## src/rtl/dla_pkg.sv

```systemverilog
// Shared types for the DLA controller front end: fetch FSM states, the unpacked
// layer descriptor, and the helpers that decode and validate a raw descriptor.
package dla_pkg;

  localparam int         DESC_WORDS = 8;
  localparam int         WORD_IDX_W = $clog2(DESC_WORDS);
  localparam logic [3:0] LT_MAX     = 4'd3;

  typedef enum logic [2:0] {
    ST_IDLE,
    ST_REQ,
    ST_WAIT_R,
    ST_CHECK,
    ST_ISSUE,
    ST_WAIT_DONE,
    ST_DONE
  } fetch_state_e;

  typedef struct packed {
    logic [15:0] quant_scale;
    logic [15:0] flags;
    logic [31:0] base_ofmap;
    logic [31:0] base_bias;
    logic [31:0] base_weight;
    logic [31:0] base_ifmap;
    logic [15:0] out_K;
    logic [15:0] in_D;
    logic [15:0] in_C;
    logic [15:0] in_R;
    logic [3:0]  pad_R;
    logic [3:0]  pad_L;
    logic [3:0]  pad_B;
    logic [3:0]  pad_T;
    logic [3:0]  stride;
    logic [3:0]  layer_type;
    logic [7:0]  layer_id;
  } layer_desc_t;

  typedef logic [DESC_WORDS-1:0][31:0] desc_words_t;

  function automatic layer_desc_t desc_unpack(input desc_words_t w);
    layer_desc_t d;
    d.layer_id    = w[0][7:0];
    d.layer_type  = w[0][11:8];
    d.stride      = w[0][15:12];
    d.pad_T       = w[0][19:16];
    d.pad_B       = w[0][23:20];
    d.pad_L       = w[0][27:24];
    d.pad_R       = w[0][31:28];
    d.in_R        = w[1][15:0];
    d.in_C        = w[1][31:16];
    d.in_D        = w[2][15:0];
    d.out_K       = w[2][31:16];
    d.base_ifmap  = w[3];
    d.base_weight = w[4];
    d.base_bias   = w[5];
    d.base_ofmap  = w[6];
    d.flags       = w[7][15:0];
    d.quant_scale = w[7][31:16];
    return d;
  endfunction

  // Only layer types 0..LT_MAX exist and the datapath supports stride 1 or 2.
  function automatic logic desc_is_bad(input layer_desc_t d);
    return (d.layer_type > LT_MAX) || !((d.stride == 4'd1) || (d.stride == 4'd2));
  endfunction

endpackage

```

## src/rtl/layer_desc_fetcher.sv

```systemverilog
// Sequences a whole network: fetches each layer's descriptor one word at a time,
// validates it, hands the unpacked fields to the decoder and waits for the layer.
module layer_desc_fetcher
  import dla_pkg::*;
#(
  parameter int ADDR_W  = 32,
  parameter int LAYER_W = 8
) (
  input  logic              clk,
  input  logic              rst,
  input  logic              start_i,
  input  logic              abort_i,
  input  logic [ADDR_W-1:0] desc_base_i,
  input  logic [LAYER_W-1:0] num_layers_i,
  output logic              mem_req_o,
  output logic [ADDR_W-1:0] mem_addr_o,
  input  logic              mem_gnt_i,
  input  logic              mem_rvalid_i,
  input  logic [31:0]       mem_rdata_i,
  input  logic              layer_done_i,
  output logic              uLD_en_o,
  output logic [7:0]        layer_id_o,
  output logic [3:0]        layer_type_o,
  output logic [3:0]        stride_o,
  output logic [3:0]        pad_T_o,
  output logic [3:0]        pad_B_o,
  output logic [3:0]        pad_L_o,
  output logic [3:0]        pad_R_o,
  output logic [15:0]       in_R_o,
  output logic [15:0]       in_C_o,
  output logic [15:0]       in_D_o,
  output logic [15:0]       out_K_o,
  output logic [31:0]       base_ifmap_o,
  output logic [31:0]       base_weight_o,
  output logic [31:0]       base_bias_o,
  output logic [31:0]       base_ofmap_o,
  output logic [15:0]       flags_o,
  output logic [15:0]       quant_scale_o,
  output logic              busy_o,
  output logic              done_o,
  output logic              err_o
);

  fetch_state_e          state_q, state_d;
  logic [WORD_IDX_W-1:0] word_idx_q, word_idx_d;
  logic [LAYER_W-1:0]    layer_idx_q, layer_idx_d;
  logic [LAYER_W-1:0]    num_layers_q, num_layers_d;
  logic [ADDR_W-1:0]     base_q, base_d;
  logic                  err_q, err_d;
  layer_desc_t           fields_q, fields_d;
  desc_words_t           words_q;
  layer_desc_t           fetched;
  logic                  load_word, mem_req, uld_en, done;
  logic                  last_layer;
  logic [ADDR_W-1:0]     req_addr;

  assign fetched    = desc_unpack(words_q);
  assign last_layer = (layer_idx_q + LAYER_W'(1)) == num_layers_q;
  // Byte address; wraps silently at 2^ADDR_W.
  assign req_addr   = base_q
                    + ADDR_W'(layer_idx_q) * ADDR_W'(DESC_WORDS * 4)
                    + ADDR_W'(word_idx_q) * ADDR_W'(4);

  // NOTE: every always_comb output is defaulted before the case so no path can infer a latch.
  always_comb begin
    state_d      = state_q;
    word_idx_d   = word_idx_q;
    layer_idx_d  = layer_idx_q;
    num_layers_d = num_layers_q;
    base_d       = base_q;
    err_d        = err_q;
    fields_d     = fields_q;
    load_word    = 1'b0;
    mem_req      = 1'b0;
    uld_en       = 1'b0;
    done         = 1'b0;
    unique case (state_q)
      ST_IDLE: begin
        if (start_i) begin
          base_d       = desc_base_i;
          num_layers_d = num_layers_i;
          word_idx_d   = '0;
          layer_idx_d  = '0;
          err_d        = 1'b0;
          state_d      = (num_layers_i == '0) ? ST_DONE : ST_REQ;
        end
      end
      ST_REQ: begin
        mem_req = 1'b1;
        if (mem_gnt_i) state_d = ST_WAIT_R;
      end
      ST_WAIT_R: begin
        if (mem_rvalid_i) begin
          load_word = 1'b1;
          if (word_idx_q == WORD_IDX_W'(DESC_WORDS - 1)) begin
            state_d = ST_CHECK;
          end else begin
            word_idx_d = word_idx_q + WORD_IDX_W'(1);
            state_d    = ST_REQ;
          end
        end
      end
      ST_CHECK: begin
        if (desc_is_bad(fetched)) begin
          err_d   = 1'b1;
          state_d = ST_DONE;
        end else begin
          fields_d = fetched;
          state_d  = ST_ISSUE;
        end
      end
      ST_ISSUE: begin
        uld_en  = 1'b1;
        state_d = ST_WAIT_DONE;
      end
      ST_WAIT_DONE: begin
        if (layer_done_i) begin
          if (last_layer) begin
            state_d = ST_DONE;
          end else begin
            layer_idx_d = layer_idx_q + LAYER_W'(1);
            word_idx_d  = '0;
            state_d     = ST_REQ;
          end
        end
      end
      ST_DONE: begin
        done    = 1'b1;
        state_d = ST_IDLE;
      end
      default: state_d = ST_IDLE;
    endcase

    // Abort overrides whatever the state decided this cycle; err_o survives it.
    if (abort_i && (state_q != ST_IDLE)) begin
      state_d   = ST_IDLE;
      err_d     = err_q;
      fields_d  = fields_q;
      load_word = 1'b0;
      mem_req   = 1'b0;
      uld_en    = 1'b0;
      done      = 1'b0;
    end
  end

  // NOTE: sequential state uses non-blocking assignments so all registers update from the same pre-edge values.
  always_ff @(posedge clk) begin
    if (rst) begin
      state_q      <= ST_IDLE;
      word_idx_q   <= '0;
      layer_idx_q  <= '0;
      num_layers_q <= '0;
      base_q       <= '0;
      err_q        <= 1'b0;
      fields_q     <= '0;
    end else begin
      state_q      <= state_d;
      word_idx_q   <= word_idx_d;
      layer_idx_q  <= layer_idx_d;
      num_layers_q <= num_layers_d;
      base_q       <= base_d;
      err_q        <= err_d;
      fields_q     <= fields_d;
    end
  end

  // NOTE: the word buffer has no reset; every word is rewritten before CHECK ever reads it.
  always_ff @(posedge clk) begin
    if (load_word) words_q[word_idx_q] <= mem_rdata_i;
  end

  assign mem_req_o     = mem_req;
  assign mem_addr_o    = mem_req ? req_addr : '0;
  assign uLD_en_o      = uld_en;
  assign done_o        = done;
  assign busy_o        = (state_q != ST_IDLE);
  assign err_o         = err_q;
  assign layer_id_o    = fields_q.layer_id;
  assign layer_type_o  = fields_q.layer_type;
  assign stride_o      = fields_q.stride;
  assign pad_T_o       = fields_q.pad_T;
  assign pad_B_o       = fields_q.pad_B;
  assign pad_L_o       = fields_q.pad_L;
  assign pad_R_o       = fields_q.pad_R;
  assign in_R_o        = fields_q.in_R;
  assign in_C_o        = fields_q.in_C;
  assign in_D_o        = fields_q.in_D;
  assign out_K_o       = fields_q.out_K;
  assign base_ifmap_o  = fields_q.base_ifmap;
  assign base_weight_o = fields_q.base_weight;
  assign base_bias_o   = fields_q.base_bias;
  assign base_ofmap_o  = fields_q.base_ofmap;
  assign flags_o       = fields_q.flags;
  assign quant_scale_o = fields_q.quant_scale;

endmodule

```

## config.mk

```make
export PLATFORM = sky130hd
export DESIGN_NAME = layer_desc_fetcher
export DESIGN_NICKNAME = d
export VERILOG_FILES = /design/src/rtl/dla_pkg.sv /design/src/rtl/layer_desc_fetcher.sv
export SDC_FILE = /design/constraint.sdc
export NUM_CORES = 1
export LEC_CHECK = 0
export CAP_MARGIN = 20
export CORE_ASPECT_RATIO = 1.75
export CORE_MARGIN = 2
export CORE_UTILIZATION = 40
export DETAILED_ROUTE_END_ITERATION = 8
export HOLD_SLACK_MARGIN = 0.1
export PLACE_DENSITY_LB_ADDON = 0.1
export REMOVE_ABC_BUFFERS = 1
export SKIP_LAST_GASP = 1
export SLEW_MARGIN = 20
export SYNTH_ARGS = -nofsm -noshare
export SYNTH_HDL_FRONTEND = slang
export SYNTH_SLANG_ARGS = --single-unit
```

## constraint.sdc

```tcl
create_clock -name clk -period 9.9 [get_ports clk]
set_input_delay 0.99 -clock clk [delete_from_list [all_inputs] [get_ports clk]]
set_output_delay 0.99 -clock clk [all_outputs]
set_load 0.03 [all_outputs]
```

Yosys cells after proc, flatten, opt, wreduce, memory -nomap -nowiden
Cells that the tools add are included.
{"block": "totals", "ff_bits": 567, "input_bits": 79, "output_inout_bits": 293, "word_cells": 110}
{"block": "classes", "addsub": 4, "magnitude_cmp": 3, "eq_ne": 17, "n_mux": 35, "n_bitwise": 2, "n_reduce_logical": 18}
{"op": "bitwise mux 256 bit", "count": 1}
{"op": "demux 32 bit (select 3 bit)", "count": 1}
{"op": "2-to-1 mux 32 bit", "count": 2}
{"op": "2-to-1 mux 3 bit", "count": 11}
{"op": "adder 32 x 13 -> 32 bit", "count": 1}
{"op": "adder 32 x 5 -> 32 bit", "count": 1}
{"op": "2-to-1 mux 8 bit", "count": 3}
{"op": "case mux 3 bit (6 select lines)", "count": 1}
{"op": "case mux 8 bit (2 select lines)", "count": 1}
{"op": "inequality test 2 bit (second input constant)", "count": 7}
{"op": "equality test 3 bit (second input constant)", "count": 4}
{"op": "AND reduction 4 bit", "count": 3}
{"op": "2-to-1 mux 1 bit", "count": 11}
{"op": "case mux 3 bit (3 select lines)", "count": 1}
{"op": "adder 8 x 1 -> 8 bit (second input constant)", "count": 1}
{"op": "equality test 8 bit", "count": 1}
{"op": "zero test 8 bit", "count": 1}
{"op": "equality test 3 x 2 -> 1 bit (second input constant)", "count": 2}
{"op": "AND reduction 6 bit", "count": 1}
{"op": "nonzero test 3 bit", "count": 2}
{"op": "equality test 4 x 1 -> 1 bit (second input constant)", "count": 1}
{"op": "equality test 4 x 2 -> 1 bit (second input constant)", "count": 1}
{"op": "greater-than comparator 4 x 2 -> 1 bit (second input constant)", "count": 1}
{"op": "less-than comparator 3 x 4 -> 1 bit (second input constant)", "count": 1}
{"op": "other kinds (14)", "count": 19}

Longest topological paths before layout
Gate-level depths: netlist (run 1).
{"block": "logic_depth", "depth_word": 6, "mapped_depth": 10, "ltp_nobuf": 10}

Worst setup path before layout (run 1)
No wires, ideal clock.
{"block": "synth_path", "path_type": "input to register", "startpoint": "in abort_i", "endpoint": "reg words_q (netlist bit fetched[0]), enable pin", "setup_ns": 0.461, "arrival_ns": 3.712, "required_ns": 9.439, "slack_ns": 5.727, "cell_stages": 4, "n_path_buf": 1, "cell_sequence": "clkbuf_1 nor3b_1 nand2b_1 nor3_1"}
{"block": "synth_via", "elab_chain_cells": 2}
{"element": "start: declaration", "line_no": "layer_desc_fetcher.sv:12", "source": "input logic abort_i,"}
{"element": "logical AND 1 bit", "line_no": "layer_desc_fetcher.sv:135", "source": "if (abort_i && (state_q != ST_IDLE)) begin"}
{"element": "2-to-1 mux 1 bit", "line_no": "layer_desc_fetcher.sv:135"}
{"element": "end signal: indexed assignment", "line_no": "layer_desc_fetcher.sv:169", "source": "if (load_word) words_q[word_idx_q] <= mem_rdata_i;"}
{"element": "end: declaration", "line_no": "layer_desc_fetcher.sv:51", "source": "desc_words_t words_q;"}
No other way between the ends.
A chain may end at the register's enable or synchronous reset.

Final worst setup path (run 1)
{"block": "layout_path", "startpoint": "reg word_idx_q[1]", "endpoint": "out mem_addr_o[28]"}
{"block": "layout_via", "elab_chain_cells": 2}
{"element": "start: declaration", "line_no": "layer_desc_fetcher.sv:45", "source": "logic [WORD_IDX_W-1:0] word_idx_q, word_idx_d;"}
{"element": "start signal: assignment", "line_no": "layer_desc_fetcher.sv:158", "source": "word_idx_q <= word_idx_d;"}
{"element": "adder 32 x 5 -> 32 bit", "line_no": "layer_desc_fetcher.sv:62", "source": "+ ADDR_W'(word_idx_q) * ADDR_W'(4);"}
{"element": "2-to-1 mux 32 bit", "line_no": "layer_desc_fetcher.sv:173", "source": "assign mem_addr_o = mem_req ? req_addr : '0;"}
{"element": "end: declaration", "line_no": "layer_desc_fetcher.sv:16", "source": "output logic [ADDR_W-1:0] mem_addr_o,"}
No other way between the ends.

==> impl_metrics.json, run 1 <==
{
  "synthFlopType": "dfxtp_1",
  "crit_path_start_kind": "flip-flop",
  "rsz0062_at_grt": "no",
  "use_met2_pct": 38.1,
  "diodes": 0,
  "synthArstFlopShare_pct": 0,
  "period_share_pct": 52.4,
  "hold_violations": 0,
  "area_delta_synth_final_pct": 29.9,
  "cp_max_fo": 8,
  "status": "completed",
  "synth_edf_count": 256,
  "total_power_w": 0.00464,
  "vias": 14500,
  "portBuffers": 371,
  "gp_congestion": 0.848,
  "htreeDepth": 2,
  "final_area_um2": 26000,
  "path_cells": "inv_1, fa_1, nor2b_1, o21a_1, o21ai_1, a211oi_2, nor3_1, or4_1, a21oi_1, clkdlybuf4s50_1",
  "p_per_area_nw_per_um2": 179,
  "ys_seq_area_share_pct": 69.5,
  "syn_inst": 1868,
  "cp_slowest_cell": "clkdlybuf4s50_1",
  "min_path_type": "reg2reg",
  "track_usage_pct": 20.7,
  "relSlewSlack_pct": 28.4,
  "reg2reg_depth": 9,
  "die_x_um": 173,
  "cts_root_buffer": "clkbuf_16",
  "clkSinkCount": 567,
  "clock_latency_ns": 0.58,
  "fmax_ghz": 0.193,
  "use_met1_pct": 22.9,
  "cts_buffers": 51,
  "cp-end-kind": "output port",
  "grt_pass1_vias": 14208,
  "critPathKind": "reg2out",
  "rows": 108,
  "worst-path-stages": 10,
  "cp.arrival_ns": 4.20,
  "core_area_um2": 49500,
  "cap_violations": 0,
  "ctsResizeCount": 0,
  "min_path_cells": 2,
  "worst_slew_pin_slew_ns": 1.07,
  "cts_tree": "built",
  "grt_pass1_wl_um": 83500,
  "cp_num_buf_inv": 2,
  "skew_ns": 0.0173,
  "hpwl_um": 35300,
  "drc": 0,
  "syn-cell-area_um2": 20000,
  "cpPeakStageDelay_ns": 0.70,
  "initial_core_util_pct": 40.5,
  "clockBufferDepth": 3,
  "synth-warning-count": 0,
  "io_pins": 372,
  "die_h_um": 300,
  "grt_use_met3_pct": 4.81,
  "setup_viol": 0,
  "final_nets": 2289,
  "drive_above_1_share_pct": 4.96,
  "worst_ep_required_time_ns": 8.91,
  "ctsHoldBuffers": 0,
  "via_per_inst": 5.00,
  "grt_max_degree": 252,
  "ys_seq_elements": 567,
  "postRouteAntennaNets": 0,
  "postPlaceCellArea_um2": 24300,
  "synthDistinctLibCells": 58,
  "slew_violations": 0,
  "fin_crit_ns": 5.19,
  "post_cts_buffers": 0,
  "wl_per_cell_um": 19.1,
  "irDropWorstVdd_mv": 0.123,
  "clk_pin_slew_ns": 0.06,
  "antenna_found_initial": 0,
  "dieArea_um2": 51900,
  "wl_um": 55300,
  "busiest_layer": "met2",
  "first_pass_iters": 5,
  "syn_area_per_cell_um2": 10.7,
  "cp_top_family": "compound AO/OA/AOI/OAI gates",
  "first_iter_violations": 843,
  "overflow": 0,
  "leakage_nw": 8.48
}
## per-layer routing
layer  up-vias  share of wire, %
met2       417                52
li1       7031                 -
met5         -                 0
met4         0               3.7
met3        89               6.1
met1      6963                38
## area by class of cell
type                    instances  area, um2
flip-flops and latches        567      13900
fillers                      4510      23500
clock inverters                20        218
clock buffers                  76       1430
repair buffers                391       3900
multi-input cells            1173       5660
inverters                      11       41.3
well taps                     660        826
## cell usage after synthesis (3+ instances only)
cell type / instances / share of area, %
nor3_1: 11 / 0.28
o31ai_1: 7 / 0.26
clkbuf_1: 91 / 1.7
mux2i_1: 4 / 0.20
a211oi_1: 3 / 0.11
and3_1: 12 / 0.38
nand3_1: 9 / 0.23
dfxtp_1: 311 / 31
nor4_1: 4 / 0.13
a31oi_1: 5 / 0.16
a21o_1: 4 / 0.15
buf_2: 20 / 0.50
o211ai_1: 4 / 0.15
nand2b_1: 6 / 0.19
nand4_1: 9 / 0.28
a21oi_1: 321 / 8.0
buf_1: 4 / 0.075
inv_1: 11 / 0.21
o21ai_0: 12 / 0.30
and2_1: 9 / 0.28
or4_1: 4 / 0.15
edfxtp_1: 256 / 38
ha_1: 14 / 0.88
xnor2_1: 11 / 0.48
o21a_1: 5 / 0.19
a41o_1: 6 / 0.30
nor2_1: 39 / 0.73
xor2_1: 12 / 0.53
o21ai_1: 4 / 0.10
or3b_1: 3 / 0.13
or3_1: 8 / 0.25
nand2_1: 615 / 12
## power breakdown
group	total [W]	internal [W]	leakage (nW)	switching, W
combinational	0.000193	0.0000708	2.86	0.000122
clock	0.00196	0.00111	0.809	0.000855
sequential	0.00248	0.00246	4.81	0.0000214
## placed cells by master, fill, tap and decap left out, types with 4 or more instances in the layout
cell type | Yosys | final
inv_1 | 11 | 11
clkinv_2 | 0 | 8
o21ai_0 | 12 | 12
bufinv_16 | 0 | 4
and3_1 | 12 | 12
nand2_1 | 615 | 615
nor3_1 | 11 | 8
clkbuf_16 | 0 | 51
dfxtp_1 | 311 | 311
xor2_1 | 12 | 12
o21ai_1 | 4 | 4
buf_4 | 2 | 18
a21o_1 | 4 | 4
ha_1 | 14 | 14
o21a_1 | 5 | 5
a31oi_1 | 5 | 5
nor2_4 | 0 | 6
and2_1 | 9 | 9
nand3_1 | 9 | 8
a41o_1 | 6 | 6
nor4_1 | 4 | 4
nor2_1 | 39 | 33
or3_1 | 8 | 8
mux2i_1 | 4 | 4
nand2b_1 | 6 | 6
xnor2_1 | 11 | 11
clkbuf_8 | 0 | 6
a21oi_1 | 321 | 321
nand4_1 | 9 | 9
edfxtp_1 | 256 | 256
o31ai_1 | 7 | 7
o211ai_1 | 4 | 4
clkinv_1 | 0 | 4
or4_1 | 4 | 4
clkdlybuf4s50_1 | 0 | 370
clkbuf_1 | 91 | 19
## metrics by stage
step | TNS (ns) | setup WS (ns) | cells | util, % | hold WS (ns)
after floorplan | -1031.22 | -4.47 | 1751 | - | 0.426
after CTS | 0 | 4.69 | 2897 | 52.5 | 0.454
after global placement | 0 | 5.30 | 2801 | 49.2 | 0.439
after detailed placement | 0 | 5.31 | 2801 | 49.2 | 0.445
after global routing | 0 | 4.40 | 2898 | 52.5 | 0.468
final | 0 | 4.71 | 2898 | 52.5 | 0.451
## flip-flops by register name, indices dropped and copies added, names as in the netlist, 32 cells and up
name           count
base_bias_o       32
base_ifmap_o      32
base_ofmap_o      32
base_q            32
base_weight_o     32
fetched          256
## final timing paths
| path | startpoint | slack (ns) | endpoint |
|---|---|---|---|
| max | word_idx_q[1] | 4.71 | mem_addr_o[28] |
| min | in_C_o[14] | 0.45 | in_C_o[14] |
| max reg2reg | state_q[1] | 6.52 | stride_o[0] |
| min reg2reg | in_C_o[14] | 0.45 | in_C_o[14] |
## worst min-delay path: stages, from the launching register on
cell,delay (ns)
dfxtp_1,0.31
nand2_1,0.05
a21oi_1,0.05
## logic make-up after synthesis
family                     share of synthesized area (%)
xor gates and xnor gates                            1.01
adders and majority gates                          0.975
and+or+nand+nor                                     15.0
DFF                                                 69.5
muxes                                              0.369
buffers and inverters                               2.56
AOI/OAI and AO/OA                                   10.6
No activity file was read; power rests on OpenSTA's default activity.
==> inputs of run 2 (changes only) <==
==> constraint.sdc (replaced) <==
create_clock -name clk -period 5.2 [get_ports clk]
set_input_delay 0.52 -clock clk [delete_from_list [all_inputs] [get_ports clk]]
set_output_delay 0.52 -clock clk [all_outputs]
set_load 0.03 [all_outputs]
==> run 2 against run 1 <==
Cell count is essentially flat. Combinational power grew 91%. Final area grew 0.67%. Largest cell class unchanged. Largest power group unchanged.
==> impl_metrics.json, run 2 (synthesis results as in run 1) <==
{
  "ctsHoldBuffers": 0,
  "track_usage_pct": 20.9,
  "grt_use_met3_pct": 5.06,
  "overflow": 0,
  "cp_max_fo": 8,
  "first_pass_iters": 5,
  "clkSinkCount": 567,
  "final_nets": 2289,
  "worst_ep_required_time_ns": 4.68,
  "antenna_found_initial": 1,
  "cts_buffers": 50,
  "final_core_utilization_pct": 52.9,
  "critPathKind": "reg2out",
  "finalSetupTns_ns": 0,
  "fillers": 4484,
  "clockBufferDepth": 3,
  "cp-end-kind": "output port",
  "period_share_pct": 86.6,
  "placed_cells": 2803,
  "ff2ff_setup_slack_ns": 1.98,
  "cts_tree": "built",
  "vias": 14452,
  "total_power_w": 0.00904,
  "postRouteAntennaNets": 0,
  "first_iter_violations": 972,
  "hold-path-endpoint": "base_q[27]",
  "fmax_ghz": 0.222,
  "io_pins": 372,
  "drive_above_1_share_pct": 5.41,
  "timing.rr.start": "state_q[1]",
  "layout_common_cells": "nand2_1, clkdlybuf4s50_1, a21oi_1, dfxtp_1, edfxtp_1",
  "rr_endpoint": "fetched[160]",
  "slew_violations": 0,
  "fin_crit_ns": 4.50,
  "setup_viol": 0,
  "cts_root_buffer": "clkbuf_16",
  "use_met1_pct": 23.0,
  "clk_pin_slew_ns": 0.07,
  "rows": 108,
  "wl_per_cell_um": 19.2,
  "post_cts_buffers": 0,
  "largest_reg_flops": 256,
  "cap_violations": 0,
  "busiest_layer": "met2",
  "status": "completed",
  "gp_congestion": 0.868,
  "via_per_inst": 4.99,
  "skew_ns": 0.0136,
  "hpwl_um": 35800,
  "ctsResizeCount": 0,
  "die_h_um": 300,
  "wl_um": 55600,
  "reg2reg_depth": 5,
  "cp.arrival_ns": 3.98,
  "rsz0062_at_grt": "no",
  "irDropWorstVdd_mv": 0.234,
  "use_met2_pct": 39.1,
  "htreeDepth": 2,
  "holdCritStartpoint": "rst",
  "crit_path_start_kind": "flip-flop",
  "grt_pass1_wl_um": 84200,
  "min_path_cells": 2,
  "p_per_area_nw_per_um2": 346,
  "portBuffers": 371,
  "area_delta_synth_final_pct": 30.7,
  "die_x_um": 173,
  "hold_violations": 0,
  "clock_latency_ns": 0.58,
  "drc": 0,
  "min_path_type": "in2reg",
  "holdWs_ns": 0.299,
  "grt_max_degree": 150,
  "final_cells": 2897,
  "relSlewSlack_pct": 33.6,
  "leakage_nw": 8.56,
  "worst_slew_pin_slew_ns": 0.994,
  "grt_pass1_vias": 14215,
  "core_area_um2": 49500,
  "dieArea_um2": 51900,
  "final_common_cell": "nand2_1",
  "initial_core_util_pct": 40.5
}
run 2: cell count changes in the layout (fill, tap and decap cells not counted), sizes merged:
cell      previous run  this run
clkinvlp             0         1
inv                 14        13
diode                0         1
buf                 21        22
clkinv              13        10
run 2: per-layer routing:
| metal | vias up | wire length [um] |
|---|---|---|
| li1 | 7032 | - |
| met1 | 6939 | 21100 |
| met2 | 395 | 29100 |
| met3 | 86 | 3610 |
| met4 | 0 | 1810 |
| met5 | - | 0 |
run 2: power breakdown:
part	internal, W	switching [W]
clock	0.00230	0.00165
combinational	0.000136	0.000233
sequential	0.00469	0.0000391
total	0.00713	0.00192
run 2: worst max-delay path by stage:
stage	start	to	depth (start not counted)
finish	word_idx_q[1]	mem_addr_o[28]	11
global route	word_idx_q[1]	mem_addr_o[28]	11
CTS	word_idx_q[1]	mem_addr_o[28]	11
detailed placement	word_idx_q[1]	mem_addr_o[28]	11
global placement	word_idx_q[1]	mem_addr_o[28]	11
floorplan	state_q[1]	stride_o[0]	7
run 2: final cells by class:
| type | count | area, um2 | share of cell area, % |
|---|---|---|---|
| multi-input combinational | 1173 | 5660 | 21.6 |
| tap | 660 | 826 | 3.16 |
| timing repair buffer | 392 | 3930 | 15.0 |
| inverter | 11 | 41.3 | 0.158 |
| clock buffer | 76 | 1580 | 6.02 |
| antenna | 1 | 2.50 | 0.00957 |
| sequential | 567 | 13900 | 53.2 |
| clock inverter | 17 | 220 | 0.842 |
run 2: through the flow:
step | area, um2 | worst slack (ns)
final | 26200 | 0.697
after global routing | 26200 | 0.450
after CTS | 26200 | 0.687
after detailed placement | 24400 | 1.30
after global placement | 24400 | 1.41
after floorplan | 19500 | -8.90
run 2: critical path, stage by stage, from the launching register on:
cell	delay, ns
dfxtp_1	0.49
inv_1	0.14
fa_1	0.46
nor2b_1	0.17
o21a_1	0.17
o21ai_1	0.10
a211oi_2	0.19
buf_4	0.19
nor3_1	0.12
or4_1	0.55
a21oi_1	0.16
clkdlybuf4s50_1	0.69
==> inputs of run 3 (changes only) <==
--- a/config.mk
+++ b/config.mk
@@ -12,6 +12,7 @@
 export DETAILED_ROUTE_END_ITERATION = 8
 export HOLD_SLACK_MARGIN = 0.1
 export PLACE_DENSITY_LB_ADDON = 0.1
+export RECOVER_POWER = 50
 export REMOVE_ABC_BUFFERS = 1
 export SKIP_LAST_GASP = 1
 export SLEW_MARGIN = 20
==> constraint.sdc (replaced) <==
create_clock -name clk -period 3.75 [get_ports clk]
set_input_delay 0.375 -clock clk [delete_from_list [all_inputs] [get_ports clk]]
set_output_delay 0.375 -clock clk [all_outputs]
set_load 0.03 [all_outputs]
==> run 3 against run 2 <==
The flow now finishes with violations (max-capacitance violations, max-slew violations). Combinational power rose by 42%. Non-clock buffer count rose by 19. Sequential cell count did not move. Die area did not move. Utilization rose by 0.19 points. First-iteration DRC count fell by 10%. Clock power rose by 29%. Clock skew rose by 0.0018 ns. Critical path type unchanged.
==> impl_metrics.json, run 3 (synthesis results as in run 1) <==
{
  "final_nets": 2308,
  "skew_ns": 0.0154,
  "drc": 0,
  "crit_path_start_kind": "flip-flop",
  "rsz0062_at_grt": "yes",
  "clkSinkCount": 567,
  "clockBufferDepth": 3,
  "leakage_nw": 9.62,
  "initial_core_util_pct": 40.5,
  "vias": 14606,
  "wl_per_cell_um": 19.3,
  "io_pins": 372,
  "worst_ep_required_time_ns": 3.38,
  "busiest_layer": "met2",
  "slew_violations": 103,
  "htreeDepth": 2,
  "p_per_area_nw_per_um2": 463,
  "clk_pin_slew_ns": 0.07,
  "cts_buffers": 50,
  "die_h_um": 300,
  "largest_reg_flops": 256,
  "seq_area_um2": 13900,
  "violations": "max-capacitance violations, max-slew violations",
  "cp-end-kind": "output port",
  "core_area_um2": 49500,
  "final_area_um2": 26300,
  "ff2ff_setup_slack_ns": 0.24,
  "relSlewSlack_pct": -41.0,
  "use_met1_pct": 23.8,
  "drive_above_1_share_pct": 6.83,
  "via_per_inst": 5.01,
  "fillers": 4507,
  "holdCritStartpoint": "rst",
  "grt_use_met3_pct": 5.46,
  "use_met2_pct": 39.4,
  "hold_violations": 0,
  "dieArea_um2": 51900,
  "multi_input_area_um2": 5700,
  "grt_pass1_vias": 14483,
  "cp_slowest_cell": "or4_4",
  "wl_um": 56400,
  "cts_tree": "built",
  "fin_ws_ns": 0.105,
  "track_usage_pct": 21.3,
  "die_x_um": 173,
  "cts_root_buffer": "clkbuf_16",
  "setup_viol": 0,
  "cp.arrival_ns": 3.27,
  "grt_pass1_wl_um": 85800,
  "clock_latency_ns": 0.58,
  "fmax_ghz": 0.274,
  "gp_congestion": 0.824,
  "hpwl_um": 36800,
  "rows": 108,
  "fin_crit_ns": 3.65,
  "antenna_found_initial": 3,
  "hold-path-endpoint": "base_ifmap_o[15]",
  "grt_max_degree": 119,
  "rr_endpoint": "base_weight_o[5]",
  "cap_violations": 3,
  "dp_worst_setup_slack_ns": 0.200,
  "worst_slew_pin_slew_ns": 2.11,
  "overflow": 0,
  "path_cells": "ha_4, inv_1, fa_2, nor2b_4, o21a_1, o21ai_2, a211oi_2, nor3_2, buf_4, or4_4, a21oi_4, buf_6",
  "first_iter_violations": 875,
  "final_common_cell": "nand2_1",
  "min_path_type": "in2reg",
  "ctsHoldBuffers": 0,
  "cpPeakStageDelay_ns": 0.49,
  "status": "complete, but fails checks",
  "first_pass_iters": 5,
  "critPathKind": "reg2out",
  "postPlaceCellArea_um2": 24600,
  "postRouteAntennaNets": 0,
  "layout_common_cells": "nand2_1, a21oi_1, dfxtp_1, dlygate4sd3_1, edfxtp_1",
  "cp_max_fo": 4,
  "timing.rr.start": "state_q[1]",
  "min_path_cells": 2,
  "irDropWorstVdd_mv": 0.318,
  "area_delta_synth_final_pct": 31.2,
  "period_share_pct": 97.2,
  "portBuffers": 371,
  "reg2reg_depth": 7
}
-- run 3: cell type report --
| cell class | count | area share [%] |
|---|---|---|
| Sequential cell | 567 | 53.0 |
| Multi-Input combinational cell | 1173 | 21.7 |
| Timing Repair Buffer | 411 | 15.8 |
| Clock buffer | 76 | 5.52 |
| Tap cell | 660 | 3.14 |
| Clock inverter | 17 | 0.648 |
| Inverter | 11 | 0.172 |
| Antenna cell | 1 | 0.00953 |
-- run 3: worst max-delay path: cells and delay by family, from the launching register on --
kind | cells | cell delay (ns)
simple gates | 3 | 0.72
compound gates | 4 | 0.73
buf+inv | 3 | 0.36
flops | 1 | 0.37
fa+ha+maj | 2 | 0.51
-- run 3: what timing repair did --
item	in CTS	in global routing
pin swaps	4	6
buffers inserted	2	3
hold endpoints to repair	0	0
setup endpoints to repair	18	16
resized for setup	33	24
-- run 3: worst max path at each step --
stage	from	endpoint	slack, ns	cells past startpoint
final	word_idx_q[0]	mem_addr_o[28]	0.10	12
after global routing	base_q[16]	mem_addr_o[29]	-0.03	8
after CTS	base_q[15]	mem_addr_o[29]	-0.05	8
after detailed placement	base_q[13]	mem_addr_o[29]	0.20	8
after global placement	word_idx_q[0]	mem_addr_o[30]	0.26	11
after floorplan	state_q[1]	stride_o[0]	-10.35	7
-- run 3: power breakdown --
part / switching [W] / internal, W / leakage, nW
clock: 0.00225 / 0.00282 / 0.789
combinational: 0.000338 / 0.000184 / 4.02
sequential: 0.0000500 / 0.00650 / 4.81
-- run 3: metrics by stage --
| step | total power (W) | cells | util (%) | hold slack (ns) | TNS, ns |
|---|---|---|---|---|---|
| floorplan | 0.00690 | 1751 | - | 0.426 | -2524.69 |
| global placement | 0.00721 | 2817 | 49.7 | 0.439 | 0 |
| detailed placement | 0.00721 | 2817 | 49.7 | 0.446 | 0 |
| CTS | 0.0123 | 2912 | 53.0 | 0.270 | -0.0481 |
| global route | 0.0126 | 2916 | 53.1 | 0.299 | -0.129 |
| finish | 0.0121 | 2916 | 53.1 | 0.273 | 0 |
-- run 3: layer usage --
metal / wire [um] / share of wire [%] / vias up
li1: - / - / 7077
met2: 29900 / 53 / 418
met1: 21100 / 37 / 7019
met5: 24 / 0.043 / -
met3: 3720 / 6.6 / 88
met4: 1660 / 2.9 / 4
